File: config.mk
export PLATFORM = sky130hd
export DESIGN_NAME = elbeth_host_monitor
export DESIGN_NICKNAME = d
export VERILOG_FILES = /design/src/rtl/elbeth_host_pkg.sv /design/src/rtl/elbeth_sync_fifo.sv /design/src/rtl/elbeth_host_monitor.sv
export SDC_FILE = /design/constraint.sdc
export NUM_CORES = 1
export LEC_CHECK = 0
export CORE_ASPECT_RATIO = 0.75
export CORE_MARGIN = 2
export CORE_UTILIZATION = 50
export DETAILED_ROUTE_END_ITERATION = 6
export GPL_ROUTABILITY_DRIVEN = 0
export PLACE_DENSITY_LB_ADDON = 0.12
export REMOVE_ABC_BUFFERS = 1
export SLEW_MARGIN = 5
export SYNTH_ARGS = -nofsm -noshare
export SYNTH_HDL_FRONTEND = slang
export SYNTH_HIERARCHICAL = 1
export SYNTH_SLANG_ARGS = --single-unit
export TNS_END_PERCENT = 100
File: constraint.sdc
create_clock -name clk -period 2.2 [get_ports clk]
set_input_delay 0.33 -clock clk [delete_from_list [all_inputs] [get_ports clk]]
set_output_delay 0.33 -clock clk [all_outputs]
set_load 0.02 [all_outputs]
File: src/rtl/elbeth_host_pkg.sv
// Shared definitions for the host monitor: to_host command constants, FSM
// states and the command classifier used by the monitor and its test models.
package elbeth_host_pkg;

  localparam logic [31:0] TOHOST_PASS         = 32'd1;
  localparam logic [7:0]  CONSOLE_TAG_DEFAULT = 8'h01;

  typedef enum logic {
    HM_RUN  = 1'b0,
    HM_DONE = 1'b1
  } hm_state_e;

  typedef enum logic [1:0] {
    CMD_PASS  = 2'd0,
    CMD_FAIL  = 2'd1,
    CMD_CHAR  = 2'd2,
    CMD_OTHER = 2'd3
  } cmd_kind_e;

  // Bit 0 outranks the console tag: any odd value other than 1 is a fail.
  function automatic cmd_kind_e classify_tohost(input logic [31:0] value,
                                                input logic [7:0]  console_tag);
    cmd_kind_e kind;
    if (value == TOHOST_PASS) begin
      kind = CMD_PASS;
    end else if (value[0]) begin
      kind = CMD_FAIL;
    end else if (value[31:24] == console_tag) begin
      kind = CMD_CHAR;
    end else begin
      kind = CMD_OTHER;
    end
    return kind;
  endfunction

endpackage

File: src/rtl/elbeth_sync_fifo.sv
// Single-clock FIFO with wrap-bit pointers; a push into a full FIFO is
// accepted only when a pop frees a slot in the same cycle.
module elbeth_sync_fifo #(
  parameter int WIDTH = 8,
  parameter int DEPTH = 16,
  parameter bit FWFT  = 1'b1
) (
  input  logic             clk_i,
  input  logic             rst_i,
  input  logic             push_i,
  input  logic [WIDTH-1:0] push_data_i,
  input  logic             pop_i,
  output logic [WIDTH-1:0] pop_data_o,
  output logic             empty_o,
  output logic             push_ok_o
);

  localparam int AW = (DEPTH > 1) ? $clog2(DEPTH) : 1;

  logic [AW:0]      wr_ptr_q, wr_ptr_d;
  logic [AW:0]      rd_ptr_q, rd_ptr_d;
  logic [WIDTH-1:0] mem_q [DEPTH];
  logic             full;
  logic             do_push;
  logic             do_pop;

  assign empty_o   = (wr_ptr_q == rd_ptr_q);
  assign full      = (wr_ptr_q[AW] != rd_ptr_q[AW]) &&
                     (wr_ptr_q[AW-1:0] == rd_ptr_q[AW-1:0]);
  assign do_pop    = pop_i && !empty_o;
  assign do_push   = push_i && (!full || do_pop);
  assign push_ok_o = do_push;

  always_comb begin
    wr_ptr_d = wr_ptr_q;
    rd_ptr_d = rd_ptr_q;
    if (do_push) begin
      wr_ptr_d = wr_ptr_q + {{AW{1'b0}}, 1'b1};
    end
    if (do_pop) begin
      rd_ptr_d = rd_ptr_q + {{AW{1'b0}}, 1'b1};
    end
  end

  always_ff @(posedge clk_i) begin
    if (rst_i) begin
      wr_ptr_q <= '0;
      rd_ptr_q <= '0;
    end else begin
      wr_ptr_q <= wr_ptr_d;
      rd_ptr_q <= rd_ptr_d;
    end
  end

  // Storage needs no reset: the pointers define which entries are live.
  always_ff @(posedge clk_i) begin
    if (do_push) begin
      mem_q[wr_ptr_q[AW-1:0]] <= push_data_i;
    end
  end

  generate
    if (FWFT) begin : g_fwft
      assign pop_data_o = empty_o ? '0 : mem_q[rd_ptr_q[AW-1:0]];
    end else begin : g_reg
      logic [WIDTH-1:0] data_q;
      always_ff @(posedge clk_i) begin
        if (rst_i) begin
          data_q <= '0;
        end else if (do_pop) begin
          data_q <= mem_q[rd_ptr_q[AW-1:0]];
        end
      end
      assign pop_data_o = data_q;
    end
  endgenerate

endmodule

File: src/rtl/elbeth_host_monitor.sv
// Watches the core's to_host register: decodes pass/fail/console commands,
// queues console characters and runs a cycle watchdog that forces DONE.
module elbeth_host_monitor
  import elbeth_host_pkg::*;
#(
  parameter int          FIFO_DEPTH  = 16,
  parameter logic [31:0] CYCLE_LIMIT = 32'd1000000,
  parameter logic [7:0]  CONSOLE_TAG = CONSOLE_TAG_DEFAULT
) (
  input  logic        clk,
  input  logic        rst,
  input  logic [31:0] tohost,
  output logic        fromhost_ack,
  output logic        con_valid,
  output logic [7:0]  con_data,
  input  logic        con_ready,
  output logic        con_overflow,
  output logic        done,
  output logic        pass,
  output logic [30:0] exit_code,
  output logic        timeout,
  output logic [31:0] cycle_count,
  output logic        dbg_state
);

  // Console handshake: a character moves to the host on every rising edge
  // where con_valid && con_ready; con_data holds steady until it is popped.

  hm_state_e   state_q, state_d;
  logic [31:0] prev_q;
  logic        ack_q, ack_d;
  logic        pass_q, pass_d;
  logic        done_q, done_d;
  logic [30:0] exit_q, exit_d;
  logic        timeout_q, timeout_d;
  logic        ovf_q, ovf_d;
  logic [31:0] cycle_q, cycle_d;

  logic        new_cmd;
  logic        terminate;
  cmd_kind_e   kind;
  logic        con_push;
  logic        fifo_empty;
  logic        fifo_push_ok;

  assign new_cmd   = (tohost != prev_q) && (tohost != '0);
  assign kind      = classify_tohost(tohost, CONSOLE_TAG);
  assign terminate = new_cmd && ((kind == CMD_PASS) || (kind == CMD_FAIL));

  always_comb begin
    state_d   = state_q;
    ack_d     = 1'b0;
    pass_d    = pass_q;
    done_d    = done_q;
    exit_d    = exit_q;
    timeout_d = timeout_q;
    ovf_d     = ovf_q;
    cycle_d   = cycle_q;
    con_push  = 1'b0;

    if (state_q == HM_RUN) begin
      if (cycle_q != 32'hFFFF_FFFF) begin
        cycle_d = cycle_q + 32'd1;
      end

      if (new_cmd) begin
        ack_d = 1'b1;
        case (kind)
          CMD_PASS: begin
            pass_d  = 1'b1;
            done_d  = 1'b1;
            state_d = HM_DONE;
          end
          CMD_FAIL: begin
            exit_d  = tohost[31:1];
            done_d  = 1'b1;
            state_d = HM_DONE;
          end
          CMD_CHAR: begin
            con_push = 1'b1;
            if (!fifo_push_ok) begin
              ovf_d = 1'b1;
            end
          end
          default: begin
          end
        endcase
      end

      // A terminating command in the expiry cycle takes precedence.
      if ((CYCLE_LIMIT != 32'd0) && (cycle_q == CYCLE_LIMIT - 32'd1) && !terminate) begin
        timeout_d = 1'b1;
        done_d    = 1'b1;
        state_d   = HM_DONE;
      end
    end
  end

  always_ff @(posedge clk) begin
    if (rst) begin
      state_q   <= HM_RUN;
      prev_q    <= '0;
      ack_q     <= 1'b0;
      pass_q    <= 1'b0;
      done_q    <= 1'b0;
      exit_q    <= '0;
      timeout_q <= 1'b0;
      ovf_q     <= 1'b0;
      cycle_q   <= '0;
    end else begin
      state_q   <= state_d;
      prev_q    <= tohost;
      ack_q     <= ack_d;
      pass_q    <= pass_d;
      done_q    <= done_d;
      exit_q    <= exit_d;
      timeout_q <= timeout_d;
      ovf_q     <= ovf_d;
      cycle_q   <= cycle_d;
    end
  end

  elbeth_sync_fifo #(
    .WIDTH (8),
    .DEPTH (FIFO_DEPTH),
    .FWFT  (1'b1)
  ) u_con_fifo (
    .clk_i       (clk),
    .rst_i       (rst),
    .push_i      (con_push),
    .push_data_i (tohost[7:0]),
    .pop_i       (con_ready),
    .pop_data_o  (con_data),
    .empty_o     (fifo_empty),
    .push_ok_o   (fifo_push_ok)
  );

  assign con_valid    = !fifo_empty;
  assign fromhost_ack = ack_q;
  assign pass         = pass_q;
  assign done         = done_q;
  assign exit_code    = exit_q;
  assign timeout      = timeout_q;
  assign con_overflow = ovf_q;
  assign cycle_count  = cycle_q;
  assign dbg_state    = (state_q == HM_DONE);

endmodule

After elaboration in Yosys (flattened, before gate mapping). Memory sizes are Yosys's and may differ from the RTL's. A register that Yosys moved wholly into a read port is not among the register bits. Cells that the tools add are included.

Add/sub/neg operators: 3. Equality and inequality tests: 10. Multiplexer cells: 19. Bitwise operators: 2. Reduce and logical (&&, ||, !) cells: 23.

Operator list (count): 32-bit by 1-bit adder with 32-bit output, second input constant (1); 32-bit by 1-bit equality test with 1-bit output, second input constant (1); 32-bit by 20-bit equality test with 1-bit output, second input constant (1); 32-bit inequality test (1); 32-bit inequality test, second input constant (1); 32-bit nonzero test (1); 1-bit 2-to-1 mux (14); 5-bit by 1-bit adder with 5-bit output, second input constant (2); 3-bit AND reduction (3); 8-bit by 1-bit equality test with 1-bit output, second input constant (1); 4-bit 2-to-1 mux (2); 8-bit 2-to-1 mux (1); 1-bit logical AND (6); 5-bit equality test (1); 4-bit equality test (1); 2-bit 2-to-1 mux (2); 2-bit AND reduction (2); 4-bit AND reduction (1); 2-bit nonzero test (2); 2-bit OR reduction (2); 1-bit logical NOT (3); 2-bit by 1-bit equality test with 1-bit output, second input constant (1); 2-bit equality test, second input constant (1); 2-bit logical NOT (1); 3 further kinds (5).

Bits in registers: 111. Memory bits (writable): 128. Bits of input ports: 35. Output and inout bits: 78. Logic and storage cells: 69. Memories kept: 1.

Memory list: u_con_fifo.mem_q (depth 16, width 8, read ports 1, clocked after Yosys merged registers in 1, write ports 1, RTL line elbeth_sync_fifo.sv:22) `logic [WIDTH-1:0] mem_q [DEPTH];`.

Logic depth before layout (Yosys ltp).
Word-level depth: 11. Depth in mapped cells: 9. Gate-level depth less buffers: 9.

Modules after synthesis. Netlist, hierarchy kept.

By module, submodules not included: elbeth_sync_fifo (instances 1, cells an instance 303, area an instance 5677.9 sq um, seq. area each 4124.0 sq um); elbeth_host_monitor (instances 1, cells an instance 450, area an instance 4354.2 sq um, seq. area each 2021.9 sq um).

Worst setup path before layout. Ideal clock, no wire load.

Path kind: input port to flip-flop. Start point: in tohost[21]. End point: mem u_con_fifo.mem_q[11][0], enable pin. Library setup time: 0.332 ns. Arrival: 2.069 ns. Required time: 1.868 ns. Slack: -0.201 ns. Cell stages on the path: 9. Path buffers: 1. Cell sequence: xor2_1 nor4_1 nand4_1 nor2_1 nor4_1 inv_1 a21oi_4 buf_2 and3_1.

Longest elaborated chain between the ends: 9. Elaborated cells on any way between the ends: 12. Those cells by class: eq/ne (3); mux (6); reduce/logical (3).

Ends and longest elaborated chain: from (decl) (RTL line elbeth_host_monitor.sv:12) `input logic [31:0] tohost,`; 32-bit by 1-bit equality test with 1-bit output (RTL line elbeth_host_pkg.sv:24) `if (value == TOHOST_PASS) begin`; 2-bit 2-to-1 mux (RTL line elbeth_host_pkg.sv:24); 2-bit equality test (RTL line elbeth_host_monitor.sv:68) `case (kind)`; 1-bit 2-to-1 mux (RTL line elbeth_host_monitor.sv:68); 1-bit 2-to-1 mux * (RTL line elbeth_host_monitor.sv:66) `if (new_cmd) begin`; 1-bit 2-to-1 mux * (RTL line elbeth_host_monitor.sv:61) `if (state_q == HM_RUN) begin`; named net con_push (RTL line elbeth_host_monitor.sv:42) `logic con_push;`; 1-bit logical AND * (RTL line elbeth_sync_fifo.sv:31) `assign do_push = push_i && (!full || do_pop);`; named net fifo_push_ok (RTL line elbeth_host_monitor.sv:44) `logic fifo_push_ok;`; 1-bit 2-to-1 mux * (RTL line elbeth_sync_fifo.sv:57) `if (do_push) begin`; 1-bit 2-to-1 mux (not written as such) * (RTL line elbeth_sync_fifo.sv:58) `mem_q[wr_ptr_q[AW-1:0]] <= push_data_i;`; to (decl) (RTL line elbeth_sync_fifo.sv:22).

The timed path passes the listed nets; every way through them passes the cells marked *.

==> out/results.txt <==
hold crit path type -> in2reg
drt initial violations -> 857
Layout fillers -> 1354
initial core utilization -> 51.5%
total global-route track usage -> 24.9%
Avg Inst Size Synth -> 13.3 sq um
area delta synth->final -> 34.9%
critical path type -> reg2out
fraction of layout instances using a drive strength above 1 -> 31.7%
die height -> 127 um
cell area after synthesis -> 0.0100 sq mm
number of antenna cells inserted -> 0
Root Buffer -> clkbuf_16
vias per inst -> 5.89
initial antenna violation count -> 0
Post-DRT Antenna Nets -> 0
Fin. Hold Viols -> 0
Clock Skew -> 0.0369 ns
worst-margin pin slew -> 0.620 ns
Leak Pwr -> 4.72 nW
FP Rows -> 44
Yosys reg bits -> 243
count of unique library cells instantiated by Yosys -> 51
critical path data arrival time -> 2.04 ns
core area -> 0.0195 sq mm
worst hold path stage count -> 2
Power Density -> 729 mW/mm^2
Critical Path End Type -> output pin
worst slack at placement -> -0.959 ns
commonest non-fill, non-tap cell in the layout -> edfxtp_1
die area -> 0.0212 sq mm
Worst Hold Slack -> 0.219 ns
crit-path max FO -> 4
Final Non-Filler Cells -> 1234
Congestion Overflow GR -> 0
first-pass iteration count of the detailed router -> 5
Worst setup SP type -> flip-flop
Final Cycle Share -> 108%
first-pass GRT wire length -> 40600 um
reg2reg path depth -> 11
Req. time, crit path -> 1.87 ns
status -> complete, but fails checks
final setup violation count -> 129
cts hold-fix bufs -> 0
PortBufs -> 112
drc violations -> 0
fin crit period -> 2.37 ns
Die Wd -> 168 um
gate count after technology mapping -> 753
max-cap violation count -> 0
maximum VDD drop -> 0.000495 V
Worst-path clk slew -> 0.06 ns
most frequent cells in the layout -> edfxtp_1 (128), dfxtp_1 (103), clkdlybuf4s50_1 (91), buf_4 (86), nor2b_1 (67)
final setup TNS -> -14.69 ns
asr flop ratio synth -> 0%
vias in the first global route -> 7047
Worst-Skew Late Latency -> 0.54 ns
clock buffer depth -> 3
Worst slew margin -> 57.6%
overall routed net length -> 27500 um
maximum clock rate -> 422 MHz
CTS tree -> built
pin count of the biggest net entering global routing -> 68
min setup slack post-route -> -0.169 ns
# clock sinks -> 243
Core Util, Final -> 69.5%
Num CTS Buffers -> 24
YS warnings -> 6
vias -> 7267
final net count -> 1006
RSZ-0062 raised after global routing -> yes
violated checks -> negative setup slack
prevailing post-synth register cell -> edfxtp_1
# placed instances -> 1177
DPL Wire Length -> 17800 um
IO Pins -> 113
number of synthesized flops with an enable pin -> 128
# H-tree levels -> 1
drt wl/cell -> 22.3 um
max-slew violation count -> 0
sequential share of the synthesized area -> 61.3%
cells by family (layout without fill, tap and decap cells):
kind of cell,after synthesis,after routing,share of synthesized area [%]
AND/OR/NAND/NOR,243,244,13.7
AO/OA/AOI/OAI,77,77,5.25
XOR/XNOR,59,59,5.15
multiplexers,72,72,11.6
flip-flops,243,243,61.3
buffers and inverters,53,280,2.27
adder cells (fa/ha/maj),6,6,0.748
synth_stat cells (4+ instances only):
cell / number / share of area, %
inv_1: 16 / 0.60
clkbuf_1: 22 / 0.82
edfxtp_1: 128 / 38
xnor2_1: 25 / 2.2
o21ai_0: 12 / 0.60
nand3_1: 12 / 0.60
nand4_1: 18 / 1.1
buf_2: 5 / 0.25
o311ai_0: 4 / 0.35
nor3_1: 12 / 0.60
a2111oi_0: 7 / 0.61
or2_2: 4 / 0.25
mux4_2: 32 / 7.2
nor4_1: 26 / 1.6
and3_1: 15 / 0.94
or3_1: 10 / 0.62
o22ai_1: 16 / 1.0
a31oi_1: 5 / 0.31
a311oi_1: 6 / 0.52
dfxtp_1: 115 / 23
and4_1: 5 / 0.44
nor2_1: 43 / 1.6
nand2_1: 20 / 0.75
buf_1: 6 / 0.22
mux2_2: 38 / 4.3
a21oi_1: 15 / 0.75
nor2b_1: 67 / 4.2
xor2_1: 34 / 3.0
ha_1: 6 / 0.75
critical path, cell delays in order, from the launching register on:
cell and delay [ns]:
dfxtp_4 0.41, clkbuf_16 0.17, mux4_2 0.52, o22ai_2 0.19
nor3_2 0.08, buf_4 0.16
timing repair:
item,in CTS,in global routing
resized for setup,98,76
pin swaps,6,16
buffers inserted,6,8
setup endpoints to repair,142,178
gates cloned,3,4
per-stage QoR:
stage	total power, mW	area (sq um)
2_1_floorplan	5.45	9860
3_3_place_gp	5.96	12100
3_5_place_dp	5.97	12100
4_1_cts	9.84	13100
5_1_grt	10.2	13500
6_report	9.87	13500
state kept, by name, summed over array words and instances, names as in the netlist, named ones only:
register,count
dbg_state,1
u_con_fifo/rd_ptr_q,5
done,1
prev_q,32
cycle_count,32
u_con_fifo/wr_ptr_q,5
pass,1
fromhost_ack,1
u_con_fifo/mem_q,128
timeout,1
con_overflow,1
exit_code,31
worst paths after layout:
check / endpoint / startpoint / slack, ns
min: cycle_count[18] / rst / 0.22
max: con_data[3] / flip-flop / -0.17
max reg2reg: u_con_fifo/mem_q[13][2] / prev_q[23] / -0.14
min reg2reg: pass / pass / 0.45
per-layer routing:
metal | up-vias | part of all wire [%] | track usage, %
li1 | 3251 | - | -
met1 | 3547 | 43 | 35.5
met2 | 413 | 44 | 37.2
met3 | 56 | 11 | 8.83
met4 | 0 | 2.2 | 5.42
met5 | - | 0 | 0
power breakdown:
part | total (mW) | internal, mW | switching, mW
sequential | 4.92 | 4.86 | 0.0687
combinational | 1.11 | 0.526 | 0.581
clock | 3.84 | 2.16 | 1.68
total | 9.87 | 7.54 | 2.33
cell type report:
class                   instances  area (sq um)  share of cell area, %
repair buffers                222          2160                   15.9
multi-input cells             458          4110                   30.4
clock inverters                 2          21.3                  0.157
flip-flops and latches        243          6170                   45.6
clock buffers                  40           701                   5.18
well taps                     253           317                   2.34
inverters                      16          60.1                  0.444
(Power assumes the default switching activity.)
